`config.mk`:
```
export PLATFORM = sky130hd
export DESIGN_NAME = wavegen_frame_loader
export DESIGN_NICKNAME = d
export VERILOG_FILES = /design/src/rtl/wavegen_frame_loader.sv
export SDC_FILE = /design/constraint.sdc
export NUM_CORES = 1
export LEC_CHECK = 0
export CORE_ASPECT_RATIO = 0.75
export CORE_MARGIN = 10
export CORE_UTILIZATION = 44
export DETAILED_ROUTE_END_ITERATION = 16
export DONT_BUFFER_PORTS = 1
export GPL_TIMING_DRIVEN = 0
export PLACE_DENSITY = 0.6
export SLEW_MARGIN = 20
export SYNTH_ARGS = -nofsm -noshare
export SYNTH_HDL_FRONTEND = slang
export SYNTH_SLANG_ARGS = --single-unit
export TNS_END_PERCENT = 5
```
`constraint.sdc`:
```
create_clock -name clk -period 2.42 [get_ports clk]
set_clock_uncertainty 0.05 [all_clocks]
set_input_delay 0.484 -clock clk [delete_from_list [all_inputs] [get_ports clk]]
set_output_delay 0.484 -clock clk [all_outputs]
set_load 0.1 [all_outputs]
```
`src/rtl/wavegen_frame_loader.sv`:
```
// Assembles 41-byte wavegen channel records from the control-link byte stream and
// publishes each record to the channel bank in one strobe once its XOR checksum passes.
module wavegen_frame_loader #(
    parameter int NUM_CHANNELS = 16,
    parameter int TIMEOUT      = 4096
) (
    input  logic             clk,
    input  logic             rst,
    input  logic             frame_start,
    input  logic             byte_valid,
    input  logic [7:0]       byte_data,
    output logic             wr_en,
    output logic [4:0]       wr_channel,
    output logic [31:0]      freq,
    output logic [7:0]       velocity,
    output logic [7:0]       shape,
    output logic [7:0]       cmds,
    output logic [7:0][15:0] env_gain,
    output logic [7:0][15:0] env_duration,
    output logic             frame_err
);

    localparam int LAST_PAYLOAD = 39;
    localparam int TW           = $clog2(TIMEOUT + 1);

    typedef enum logic [2:0] {IDLE, PAYLOAD, CHECK, COMMIT, ERROR} state_t;

    state_t          state_q;
    logic [5:0]      idx_q;
    logic [7:0]      xor_q;
    logic [TW-1:0]   idle_q;
    logic [4:0]      stage_ch_q;
    logic [7:0]      stage_q [1:LAST_PAYLOAD];

    logic [31:0]       stage_freq;
    logic [7:0][15:0]  stage_gain;
    logic [7:0][15:0]  stage_dur;
    logic              ch_ok;

    // Byte offsets inside the frame: 1..4 freq, 5 velocity, 6 shape, 7 cmds,
    // then four bytes per envelope segment (gain MSB/LSB, duration MSB/LSB).
    assign stage_freq = {stage_q[1], stage_q[2], stage_q[3], stage_q[4]};
    for (genvar gi = 0; gi < 8; gi++) begin : g_seg
        assign stage_gain[gi] = {stage_q[8 + 4*gi], stage_q[9 + 4*gi]};
        assign stage_dur[gi]  = {stage_q[10 + 4*gi], stage_q[11 + 4*gi]};
    end

    assign ch_ok = 32'(stage_ch_q) < 32'(NUM_CHANNELS);

    always_ff @(posedge clk) begin
        if (rst) begin
            state_q      <= IDLE;
            idx_q        <= '0;
            xor_q        <= '0;
            idle_q       <= '0;
            stage_ch_q   <= '0;
            wr_en        <= 1'b0;
            frame_err    <= 1'b0;
            wr_channel   <= '0;
            freq         <= '0;
            velocity     <= '0;
            shape        <= '0;
            cmds         <= '0;
            env_gain     <= '0;
            env_duration <= '0;
        end else begin
            wr_en     <= 1'b0;
            frame_err <= 1'b0;
            // COMMIT and ERROR last one cycle and behave like IDLE so streaming loses nothing.
            if (frame_start || state_q == IDLE || state_q == COMMIT || state_q == ERROR) begin
                idle_q <= '0;
                if (byte_valid) begin
                    stage_ch_q <= byte_data[4:0];
                    xor_q      <= byte_data;
                    idx_q      <= 6'd1;
                    state_q    <= PAYLOAD;
                end else begin
                    state_q <= IDLE;
                end
            end else if (byte_valid) begin
                idle_q <= '0;
                xor_q  <= xor_q ^ byte_data;
                if (state_q == PAYLOAD) begin
                    stage_q[idx_q] <= byte_data;
                    idx_q          <= idx_q + 6'd1;
                    if (idx_q == 6'(LAST_PAYLOAD)) begin
                        state_q <= CHECK;
                    end
                end else if (byte_data == xor_q && ch_ok) begin
                    state_q      <= COMMIT;
                    wr_en        <= 1'b1;
                    wr_channel   <= stage_ch_q;
                    freq         <= stage_freq;
                    velocity     <= stage_q[5];
                    shape        <= stage_q[6];
                    cmds         <= stage_q[7];
                    env_gain     <= stage_gain;
                    env_duration <= stage_dur;
                end else begin
                    state_q   <= ERROR;
                    frame_err <= 1'b1;
                end
            end else if (idle_q == TW'(TIMEOUT - 1)) begin
                state_q   <= ERROR;
                frame_err <= 1'b1;
            end else begin
                idle_q <= idle_q + TW'(1);
            end
        end
    end

endmodule
```
==> metrics.md, run 1 <==
| Metric | Value |
|---|---|
| Status | finished, final reports clean |
| Fin Hold WS | approximately 0.046 ns |
| Overall die width | ~280 microns |
| Vias per cell | 5.27 |
| Hold Crit Class | in2reg |
| Min-delay src | frame_start |
| # IOs | 331 |
| Final #Nets | 2,058 |
| R2r setup slk | 0.0008 ns |
| Worst Path Required | approximately 2.6 ns |
| Tmin final | 2.42 ns |
| RSZ-0062 raised after global routing | true |
| Syn. warnings | 0 |
| Pwr Density | 841 nW/um^2 |
| Placer Congestion | between 0.8 and 0.9 |
| Register area | 16,500 sq um |
| Final WL | 62,400 microns |
| Yosys top cell area share | 0.422 |
| Num Clock Sinks | approximately 670 |
| Core area | around 50,000 sq um |
| Relative slew margins | 0.262 |
| Post-synthesis cell type count | 47 |
| Inserted Clock Buffers | 61 |
| Endpoints failing setup | 0 |
| TritonCTS clock tree | done |
| Dominant cells by area after synthesis | edfxtp_1 (42%), dfxtp_1 (32%), nand2_1 (11%) |
| Crit path arrival time | 2.63 ns |
| Largest net degree at the start of global routing | 42 |
| GRT overflow | 0 |
| Synth area leader | edfxtp_1 |
| Fin. Hold Viols | 0 |
| Die height | approximately 210 microns |
| Multi-input logic area | 5450 sq um |
| Detail Placement HPWL | 39,200 microns |
| DR vias | roughly 15,000 |
| Synth top cells by count | nand2_1 (654), dfxtp_1 (354), a21oi_1 (332) |
| H-tree depth | 2 |
| Worst-margin pin slew | 1.11 ns |
| Fmax achieved | between 400 and 500 MHz |
| Ys async rst share | 0 |
| Initial Util | 0.444 |
| Worst R2R End | stage_q[5][4] |
| Critical path class | reg2reg |
| Port bufs | 0 |
| Vias in the first global route | between 10,000 and 15,000 |
| CTS clk-pin slew, worst paths | ~0.06 ns |
| Post-route ant nets | 0 |
| Reg2reg start | idx_q[2] |
| R2R cell count | 3 |
| Overall Power | 21.6 mW |
| Avg Inst Size Synth | 11.3 sq um |
| Leak | 8.09 nW |
| Most frequent cell after synthesis | nand2_1 |
| Die Area | 60,000 sq um |
| Initial antenna violation count | 3 |
| Synth Instances | 1,959 |
| Maxcap violations | 0 |
| First-pass GRT wire length | 90,800 microns |
| Critical path peak fanout | 10 |
| GR Util All Layers | 0.202 |
| Synth Register Bits | between 600 and 700 |
| Clock Path Buffers | 3 |
| Hold endpoint | wr_en |
| Seq/Total Area, Yosys | 0.741 |
| Peak supply drop | 0.000503 V |
| Leading register cell type out of synthesis | dfxtp_1 |
| Skew-Pair Late Insertion Delay | ~0.62 ns |
| Fill cells | around 4,300 |
| Post-Syn Nets | 1,973 |
| Row Count | 71 |
| Iter 0 DRT Violations | 1,073 |
| Pins Over Slew Limit | 0 |
| Final period utilization | 1.00 |
| Layout cells sized above 1 | 0.103 |
| Critical Path Start Type | flop |
| Hold depth | 3 |
| CP Capture Type | flop |
| Routed len/inst | approximately 23 microns |
| Number of synthesized flops with an enable pin | 312 |
| Cell Area, Synth | 22,200 sq um |
| DRC errors left | 0 |
| Final core utilization | 0.514 |
| TritonRoute pass-1 iters | 5 |
| Clk root buf | clkbuf_16 |
| P&R area growth vs syn | 15.7% |
[layout by cell type (no fill, tap or decap), types with 12 or more instances in the layout]
master / n
nand2_1: 653
dfxtp_1: 352
a21oi_1: 332
edfxtp_1: 312
clkbuf_1: 83
clkbuf_16: 65
nor2_1: 33
nor2_4: 29
buf_4: 27
clkinv_2: 15
buf_2: 13
o21ai_0: 13
xor2_1: 12
clkbuf_2: 12
[flip-flops by register name, summed over array words and instances (netlist names)]
name,cells
state_q,3
env_duration,128
wr_channel,5
idle_q,13
xor_q,8
stage_q,312
env_gain,128
stage_ch_q,5
velocity,8
freq,32
frame_err,1
shape,8
idx_q,6
cmds,8
wr_en,1
[stage by stage]
step	TNS (ns)	cells	cell area (sq um)	setup slack, ns
finish	0	2755	25700	0.000755
global route	-2.65	2753	25700	-0.139
CTS	-38.23	2749	25500	-0.326
detailed placement	-308.16	2616	23000	-1.05
global placement	-288.27	2616	23000	-0.997
floorplan	-0.340	1959	22200	-0.0111
[power by group]
part	internal (mW)	total [mW]	leakage, nW	switching (mW)
combinational	0.0933	0.425	1.46	0.332
sequential	11.8	11.8	5.66	0.0155
clock	5.23	9.38	0.975	4.14
[worst max path at each step]
stage,from,to,slack [ns],depth (start not counted)
finish,idx_q[2],stage_q[5][4],0.0008,3
global route,idx_q[2],stage_q[5][4],-0.14,3
CTS,state_q[1],stage_q[22][3],-0.33,6
detailed placement,byte_valid,stage_q[27][7],-1.05,6
global placement,byte_valid,stage_q[27][7],-1.0,6
floorplan,byte_valid,stage_q[31][0],-0.01,6
[critical path, stage by stage (launching register included)]
cell and delay [ns]:
dfxtp_1 0.39, clkbuf_1 0.31, nand3b_1 0.70, nor2_2 0.62
[routing by layer]
layer	vias to the layer above	part of all wire	global-route usage
li1	6855	-	-
met1	7112	0.42	0.261
met2	446	0.47	0.324
met3	98	0.081	0.0581
met4	0	0.025	0.0604
met5	-	0	0
[logic make-up after synthesis]
group / Yosys count / share of synthesized area
flip-flops: 666 / 0.741
adder cells (fa/ha/maj): 2 / 0.00113
buffers and inverters: 125 / 0.0261
AO/OA/AOI/OAI: 371 / 0.0872
multiplexers: 2 / 0.000901
XOR/XNOR: 14 / 0.00552
AND/OR/NAND/NOR: 779 / 0.138
[layout make-up]
type,count,area share
Sequential cell,666,0.641
Multi-Input combinational cell,1168,0.212
Clock buffer,86,0.0691
Tap cell,657,0.0320
Buffer,122,0.0231
Timing Repair Buffer,22,0.0151
Clock inverter,29,0.00735
Inverter,3,0.000438
Antenna cell,2,0.000195
[what timing repair did]
item | 4_1_cts | 5_1_grt
hold buffers | 13 | 0
buffers inserted | 5 | 4
gates resized for setup | 46 | 56
hold endpoints to repair | 318 | 0
pin swaps | 3 | 4
endpoints found under the setup margin | 512 | 327
Power figures use the tool's default switching activity.
==> run 2, diff against run 1 <==
--- a/config.mk
+++ b/config.mk
@@ -5,9 +5,11 @@
 export SDC_FILE = /design/constraint.sdc
 export NUM_CORES = 1
 export LEC_CHECK = 0
+export ABC_CLOCK_PERIOD_IN_PS = 2420
 export CORE_ASPECT_RATIO = 0.75
 export CORE_MARGIN = 10
 export CORE_UTILIZATION = 44
+export CTS_CLUSTER_DIAMETER = 100
 export DETAILED_ROUTE_END_ITERATION = 16
 export DONT_BUFFER_PORTS = 1
 export GPL_TIMING_DRIVEN = 0
==> results of run 2 <==
The final DEF is identical to that of run 1; final timing and power are the same.
